==> src/rtl/minute_tick_gen.sv <==
// Programmable clock divider for the fare meter: one-cycle tick, 50 % square wave,
// saturating elapsed-tick count and IDLE/RUN/HOLD tracking for pausable waiting-time billing.
module minute_tick_gen #(
    parameter int unsigned        CNT_W      = 32,
    parameter logic [CNT_W-1:0]   DEF_PERIOD = 32'd3_000_000_000,
    parameter int unsigned        EL_W       = 8
) (
    input  logic             clk,
    input  logic             rst_n,
    input  logic             en,
    input  logic             max,
    input  logic             clr,
    input  logic             period_ld,
    input  logic [CNT_W-1:0] period_in,
    output logic             tick,
    output logic             sq,
    output logic [EL_W-1:0]  elapsed,
    output logic             elapsed_full,
    output logic [1:0]       state,
    output logic             load_err
);

    typedef enum logic [1:0] {
        IDLE = 2'd0,
        RUN  = 2'd1,
        HOLD = 2'd2
    } state_e;

    state_e state_q, state_d;

    logic [CNT_W-1:0] cnt_q, cnt_d;
    logic [CNT_W-1:0] per_act_q, per_act_d;
    logic [CNT_W-1:0] per_pend_q, per_pend_d;
    logic             pend_v_q, pend_v_d;
    logic             tick_q, tick_d;
    logic             sq_q, sq_d;
    logic [EL_W-1:0]  elapsed_q, elapsed_d;
    logic             elapsed_full_q, elapsed_full_d;
    logic             load_err_q, load_err_d;

    logic             run;
    logic             ld_ok;
    logic [CNT_W-1:0] reload_val;

    assign run   = en && !max;
    assign ld_ok = period_ld && (period_in != '0);

    // A fresh strobe beats a pending value, which beats the active period.
    always_comb begin
        reload_val = per_act_q;
        if (pend_v_q) reload_val = per_pend_q;
        if (ld_ok)    reload_val = period_in;
    end

    always_ff @(posedge clk or negedge rst_n) begin
        if (!rst_n) state_q <= IDLE;
        else        state_q <= state_d;
    end

    always_comb begin
        state_d = state_q;
        if (clr) begin
            state_d = IDLE;
        end else begin
            case (state_q)
                IDLE:    if (run)  state_d = RUN;
                RUN:     if (!run) state_d = HOLD;
                HOLD:    if (run)  state_d = RUN;
                default: state_d = IDLE;
            endcase
        end
    end

    always_comb begin
        state = state_q;
    end

    always_comb begin
        cnt_d      = cnt_q;
        per_act_d  = per_act_q;
        per_pend_d = per_pend_q;
        pend_v_d   = pend_v_q;
        tick_d     = 1'b0;
        sq_d       = sq_q;
        elapsed_d  = elapsed_q;
        load_err_d = period_ld && (period_in == '0);

        if (clr) begin
            per_act_d = reload_val;
            cnt_d     = reload_val;
            pend_v_d  = 1'b0;
            sq_d      = 1'b0;
            elapsed_d = '0;
        end else if (ld_ok && state_q == IDLE) begin
            per_act_d = period_in;
            cnt_d     = period_in;
            pend_v_d  = 1'b0;
        end else begin
            if (ld_ok) begin
                per_pend_d = period_in;
                pend_v_d   = 1'b1;
            end
            if (run) begin
                if (cnt_q == CNT_W'(1)) begin
                    per_act_d = reload_val;
                    cnt_d     = reload_val;
                    pend_v_d  = 1'b0;
                    tick_d    = 1'b1;
                    sq_d      = 1'b0;
                    if (elapsed_q != '1) elapsed_d = elapsed_q + EL_W'(1);
                end else begin
                    cnt_d = cnt_q - CNT_W'(1);
                    if (cnt_d == (per_act_q >> 1)) sq_d = 1'b1;
                end
            end
        end

        elapsed_full_d = (elapsed_d == '1);
    end

    always_ff @(posedge clk or negedge rst_n) begin
        if (!rst_n) begin
            cnt_q          <= DEF_PERIOD;
            per_act_q      <= DEF_PERIOD;
            per_pend_q     <= DEF_PERIOD;
            pend_v_q       <= 1'b0;
            tick_q         <= 1'b0;
            sq_q           <= 1'b0;
            elapsed_q      <= '0;
            elapsed_full_q <= 1'b0;
            load_err_q     <= 1'b0;
        end else begin
            cnt_q          <= cnt_d;
            per_act_q      <= per_act_d;
            per_pend_q     <= per_pend_d;
            pend_v_q       <= pend_v_d;
            tick_q         <= tick_d;
            sq_q           <= sq_d;
            elapsed_q      <= elapsed_d;
            elapsed_full_q <= elapsed_full_d;
            load_err_q     <= load_err_d;
        end
    end

    assign tick         = tick_q;
    assign sq           = sq_q;
    assign elapsed      = elapsed_q;
    assign elapsed_full = elapsed_full_q;
    assign load_err     = load_err_q;

endmodule

==> config.mk <==
export PLATFORM = sky130hd
export DESIGN_NAME = minute_tick_gen
export DESIGN_NICKNAME = d
export VERILOG_FILES = /design/src/rtl/minute_tick_gen.sv
export SDC_FILE = /design/constraint.sdc
export NUM_CORES = 1
export LEC_CHECK = 0
export CORE_AREA = 2 2 137 139
export CTS_BUF_LIST = sky130_fd_sc_hd__clkbuf_16
export CTS_CLUSTER_DIAMETER = 40
export CTS_CLUSTER_SIZE = 14
export DETAILED_ROUTE_END_ITERATION = 10
export DIE_AREA = 0 0 139 141
export GPL_TIMING_DRIVEN = 0
export PLACE_DENSITY_LB_ADDON = 0.15
export SLEW_MARGIN = 20
export SYNTH_ARGS = -nofsm -noshare
export SYNTH_HDL_FRONTEND = slang
export SYNTH_SLANG_ARGS = --single-unit
==> constraint.sdc <==
create_clock -name clk -period 4.5 [get_ports clk]
set_input_delay 1.125 -clock clk [delete_from_list [all_inputs] [get_ports clk]]
set_output_delay 1.125 -clock clk [all_outputs]
set_load 0.02 [all_outputs]
# After elaboration in Yosys (flattened, before gate mapping)
# Cells that the tools add are included.
# word_totals
reg_bits	111
in_bits	38
output_inout_bits	14
word_cells	73
# op_classes
addsub	2
n_eq_ne	9
mux	33
n_bitwise	2
reduce_logical	17
# ops
cell	n
2-to-1 mux 32 bit	10
2-to-1 mux 8 bit	5
equality test 32 x 1 -> 1 bit, second input constant	1
equality test 32 x 31 -> 1 bit	1
logical NOT 32 bit	1
nonzero test 32 bit	1
subtractor 32 x 1 -> 32 bit, second input constant	1
2-to-1 mux 1 bit	14
nonzero test 3 bit	3
adder 8 x 1 -> 8 bit, second input constant	1
equality test 8 bit, second input constant	1
inequality test 8 bit, second input constant	1
2-to-1 mux 2 bit	3
AND reduction 3 bit	2
logical AND 1 bit	4
one-hot mux 2 bit (2 select lines)	1
AND reduction 2 bit	2
inequality test 3 x 1 -> 1 bit, second input constant	1
inequality test 3 bit, second input constant	1
equality test 2 x 1 -> 1 bit, second input constant	1
equality test 2 bit, second input constant	1
logical NOT 2 bit	1
inequality test 2 bit, second input constant	1
inverter 1 bit	2
other kinds (3)	3

# Longest topological paths before layout
# logic_depth
depth_word	7
mapped_depth	13
ltp_nobuf	10

# Worst setup path after synthesis
# Ideal clock, no wire load.
# synth_timing
path_kind	input to register
from	input port period_in[27]
to	register per_act_q[24]
setup_time_ns	0.132
t_arrival_ns	3.448
required_time_ns	4.368
setup_slack_ns	0.920
path_stages	9
n_path_buf	3
path_cell_list	nor4_1 > nand2_1 > o41ai_2 > or2_2 > clkbuf_1 > and3_1 > buf_2 > clkbuf_1 > o21ai_1
# synth_between
elab_chain_cells	7
elab_cells_between_ends	11
cone_classes	5 x mux; 6 x reduce/logical
# synth_lines
item	line	rtl
from (decl)	14	input logic [CNT_W-1:0] period_in,
nonzero test 32 bit (*)	46	assign ld_ok = period_ld && (period_in != '0);
logical AND 1 bit (*)	46	
2-to-1 mux 32 bit	52	if (ld_ok) reload_val = period_in;
2-to-1 mux 32 bit	104	if (cnt_q == CNT_W'(1)) begin
2-to-1 mux 32 bit	103	if (run) begin
2-to-1 mux 32 bit	94	end else if (ld_ok && state_q == IDLE) begin
2-to-1 mux 32 bit	88	if (clr) begin
to (signal assigned)	134	per_act_q <= per_act_d;
to (decl)	32	logic [CNT_W-1:0] per_act_q, per_act_d;
# Mark *: on every way between the ends. The rest lies on a longest branch, timed or not. The select of a mux whose other input is x is not followed.
# A chain may end at the register's enable or synchronous reset.

# Worst setup path after layout
# layout_timing
from	input port period_in[3]
to	register per_act_q[26]
# The elaborated chain is that of the path after synthesis.

==> impl_metrics.tcl <==
set metrics [dict create \
    run_status "finished, violations left" \
    violations "negative setup slack" \
    drc 0 \
    clkLatencyLatePin_ns 0.37 \
    synthDistinctLibCells 75 \
    synth_area_leaders "dfrtp_1 (26%), dfstp_2 (13%), mux2_2 (5.2%), mux2i_1 (4.7%), xnor2_1 (4.5%)" \
    place.gp.congestion 0.9692 \
    htree_levels 3 \
    yosysWarnings 0 \
    synth_cells 802 \
    path_cells "clkdlybuf4s50_1 > nor4_1 > nand2_1 > o41ai_4 > buf_4 > clkbuf_1 > clkbuf_2 > clkbuf_1 > o22ai_1 > a21oi_1" \
    synth_commonest_cells "nand2_1 (83), dfrtp_1 (75), nor2_1 (71)" \
    synth_flop_cell "dfrtp_1" \
    clockRootBuffer "clkbuf_16" \
    synth_most_common_cell "nand2_1" \
    r2r.worst_path.cells 11 \
    start_util_pct 39.25 \
    yosys.area.top_type "dfrtp_1" \
    dieArea_um2 19600 \
    io-pin-count 52 \
    critical_path.max_fanout 10 \
    finalCritPeriodShare_pct 100.1 \
    slowest_stage "clkbuf_1" \
    grt_pass1_wl_mm 39.94 \
    skew_ns 0.008750 \
    port_buffers 51 \
    hold_end "per_act_q[23]$_DFFE_PN1P_" \
    async_reset_ff_share_pct 100.0 \
    fin_tns_setup_ns -0.003234 \
    fin_ws_ns -0.003234 \
    min_path_type "flip-flop to flip-flop" \
    finalHoldViolCount 0 \
    drtIter0Drc 648 \
    wl_per_cell_um 23.83 \
    end_kind "flip-flop" \
    hpwl_mm 18.71 \
    syn_avg_cell_area_um2 8.941 \
    clk_pin_slew_ns 0.07 \
    startpoint_type "primary input" \
    required_ns 4.79 \
    netlist.area_leader.share_pct 26.17 \
    place_area_um2 8003 \
    numCtsBuffers 9 \
    grt_max_degree 73 \
    critical_path_buf_inv_count 5 \
    cts_tree "built" \
    die_w_um 139 \
    synth_edf_count 0 \
    slew_violations 0 \
    antenna_found_initial 0 \
    grt_pass1_vias 6400 \
    ant_nets 0 \
    syn_nets 843 \
    diodes 0 \
    grt.overflow.total 0 \
    cpLargestDelayFamily "buffers and inverters" \
    cap_violations 0 \
    clkSinkCount 111 \
    vias_per_cell 6.090 \
    die_h_um 141 \
    ys_seq_elements 111 \
    wl_mm 26.50 \
    slew_headroom_pct 24.92 \
    nNetsFinal 914 \
    cts_buffer_depth 2 \
    finish.utilization_pct 45.70 \
    cts_hold_buf 0 \
    synth_area_um2 7171 \
    period_needed_ns 4.503 \
    ys_seq_area_share_pct 39.36 \
    hold-path-cell-count 2 \
    finalSetupViolCount 1 \
    finalPower_mw 3.069 \
    max_freq_mhz 222.1 \
    vdd_ir_drop_max_uv 221.9 \
    path_common_cell "clkbuf_1" \
    rsz0062_at_grt "false" \
    rows 50 \
    worst_r2r_startpoint "cnt_q[0]$_DFFE_PN0P_" \
    power.leakage_nw 3.034 \
    worst-slew-pin-transition_ns 1.126 \
    cp_slowest_stage_delay_ns 0.63 \
    arrival_ns 4.80 \
    track_usage_pct 27.08 \
    drive_gt1_share_pct 14.24 \
    vias 6772 \
    r2r_setup_slack_ns 0.33 \
    coreArea_um2 18270 \
    reg2reg_to "sq$_DFFE_PN0P_" \
    syn2layout_area_growth_pct 16.42 \
    finalInstanceArea_um2 8348 \
    drt-pass1-iter-count 8 \
    hold_start "per_act_q[23]$_DFFE_PN1P_" \
    powerDensity_nw_per_um2 367.6 \
    path_class "primary input to flip-flop" \
]
-- kinds of logic after synthesis --
family	count (synthesis)	share of synthesized area (%)
AO/OA/AOI/OAI	205	18.13
XOR/XNOR	55	6.910
adder cells (fa/ha/maj)	3	0.5235
buffers and inverters	71	3.996
flip-flops	111	39.36
multiplexers	72	10.71
AND/OR/NAND/NOR	285	20.36
-- worst max-delay path by stage --
stage / start / endpoint / slack, ns / depth (start not counted)
4_1_cts: period_in[3] / per_act_q[26]$_DFFE_PN0P_ / 0.16 / 10
2_1_floorplan: period_in[27] / per_act_q[24]$_DFFE_PN0P_ / 0.92 / 9
3_3_place_gp: rst_n / per_pend_q[24]$_DFFE_PN0P_ / -2.33 / 1
3_5_place_dp: period_in[3] / per_act_q[27]$_DFFE_PN0P_ / -0.98 / 10
6_report: period_in[3] / per_act_q[26]$_DFFE_PN0P_ / -0.003 / 10
5_1_grt: period_in[3] / per_act_q[9]$_DFFE_PN1P_ / 0.007 / 10
-- where the power goes --
group          leakage [nW]  switching [mW]  internal, mW
sequential             1.29           0.184          1.23
combinational          1.61           0.496         0.388
clock                 0.130           0.395         0.372
-- tightest hold or removal path, stage by stage (launching register included) --
cell	delay, ns
dfstp_2	0.39
nand2_1	0.05
o21ai_1	0.05
-- layout make-up --
cell class,count,area [um2]
repair buffers,60,599.3
plain buffers,58,245.2
clock buffers,9,225.2
fillers,1823,9920
inverters,13,48.80
well taps,234,292.8
flip-flops and latches,111,2823
multi-input cells,620,4073
clock inverters,7,41.29
-- flip-flops by register name, indices dropped and copies added (netlist names) --
signal / count
elapsed: 8
pend_v_q: 1
state: 2
elapsed_full: 1
sq: 1
tick: 1
cnt_q: 32
per_act_q: 32
load_err: 1
per_pend_q: 32
-- through the flow --
step	setup slack, ns	instances	hold slack [ns]
2_1_floorplan	0.9195	802	0.4492
3_3_place_gp	-2.334	1087	0.4651
3_5_place_dp	-0.9832	1088	0.4804
4_1_cts	0.1562	1107	0.4928
5_1_grt	0.007027	1112	0.5154
6_report	-0.003234	1112	0.4954
-- layer usage --
| metal | GRT usage [%] | share of wire [%] | vias to the layer above |
|---|---|---|---|
| li1 | - | - | 3075 |
| met1 | 37.91 | 45 | 3355 |
| met2 | 41.69 | 44 | 287 |
| met3 | 5.299 | 7.5 | 55 |
| met4 | 10.21 | 3.2 | 0 |
| met5 | 0 | 0 | - |
-- cell usage in the layout, fill, tap and decap left out, types with 26 or more instances in the layout --
master,instances
a21oi_1,49
clkbuf_1,41
clkdlybuf4s50_1,50
dfrtp_1,75
dfstp_2,36
mux2_2,33
mux2i_1,34
nand2_1,83
nor2_1,71
nor4_1,26
o21ai_0,57
xnor2_1,37
-- repair_timing --
| item | 4_1_cts | 5_1_grt |
|---|---|---|
| endpoints found under the setup margin | 62 | 1 |
| gates resized for setup | 7 | 0 |
| pin swaps | 1 | 0 |
| hold endpoints to repair | 0 | 0 |
| setup buffers | 3 | 5 |
Power figures use the tool's default switching activity.
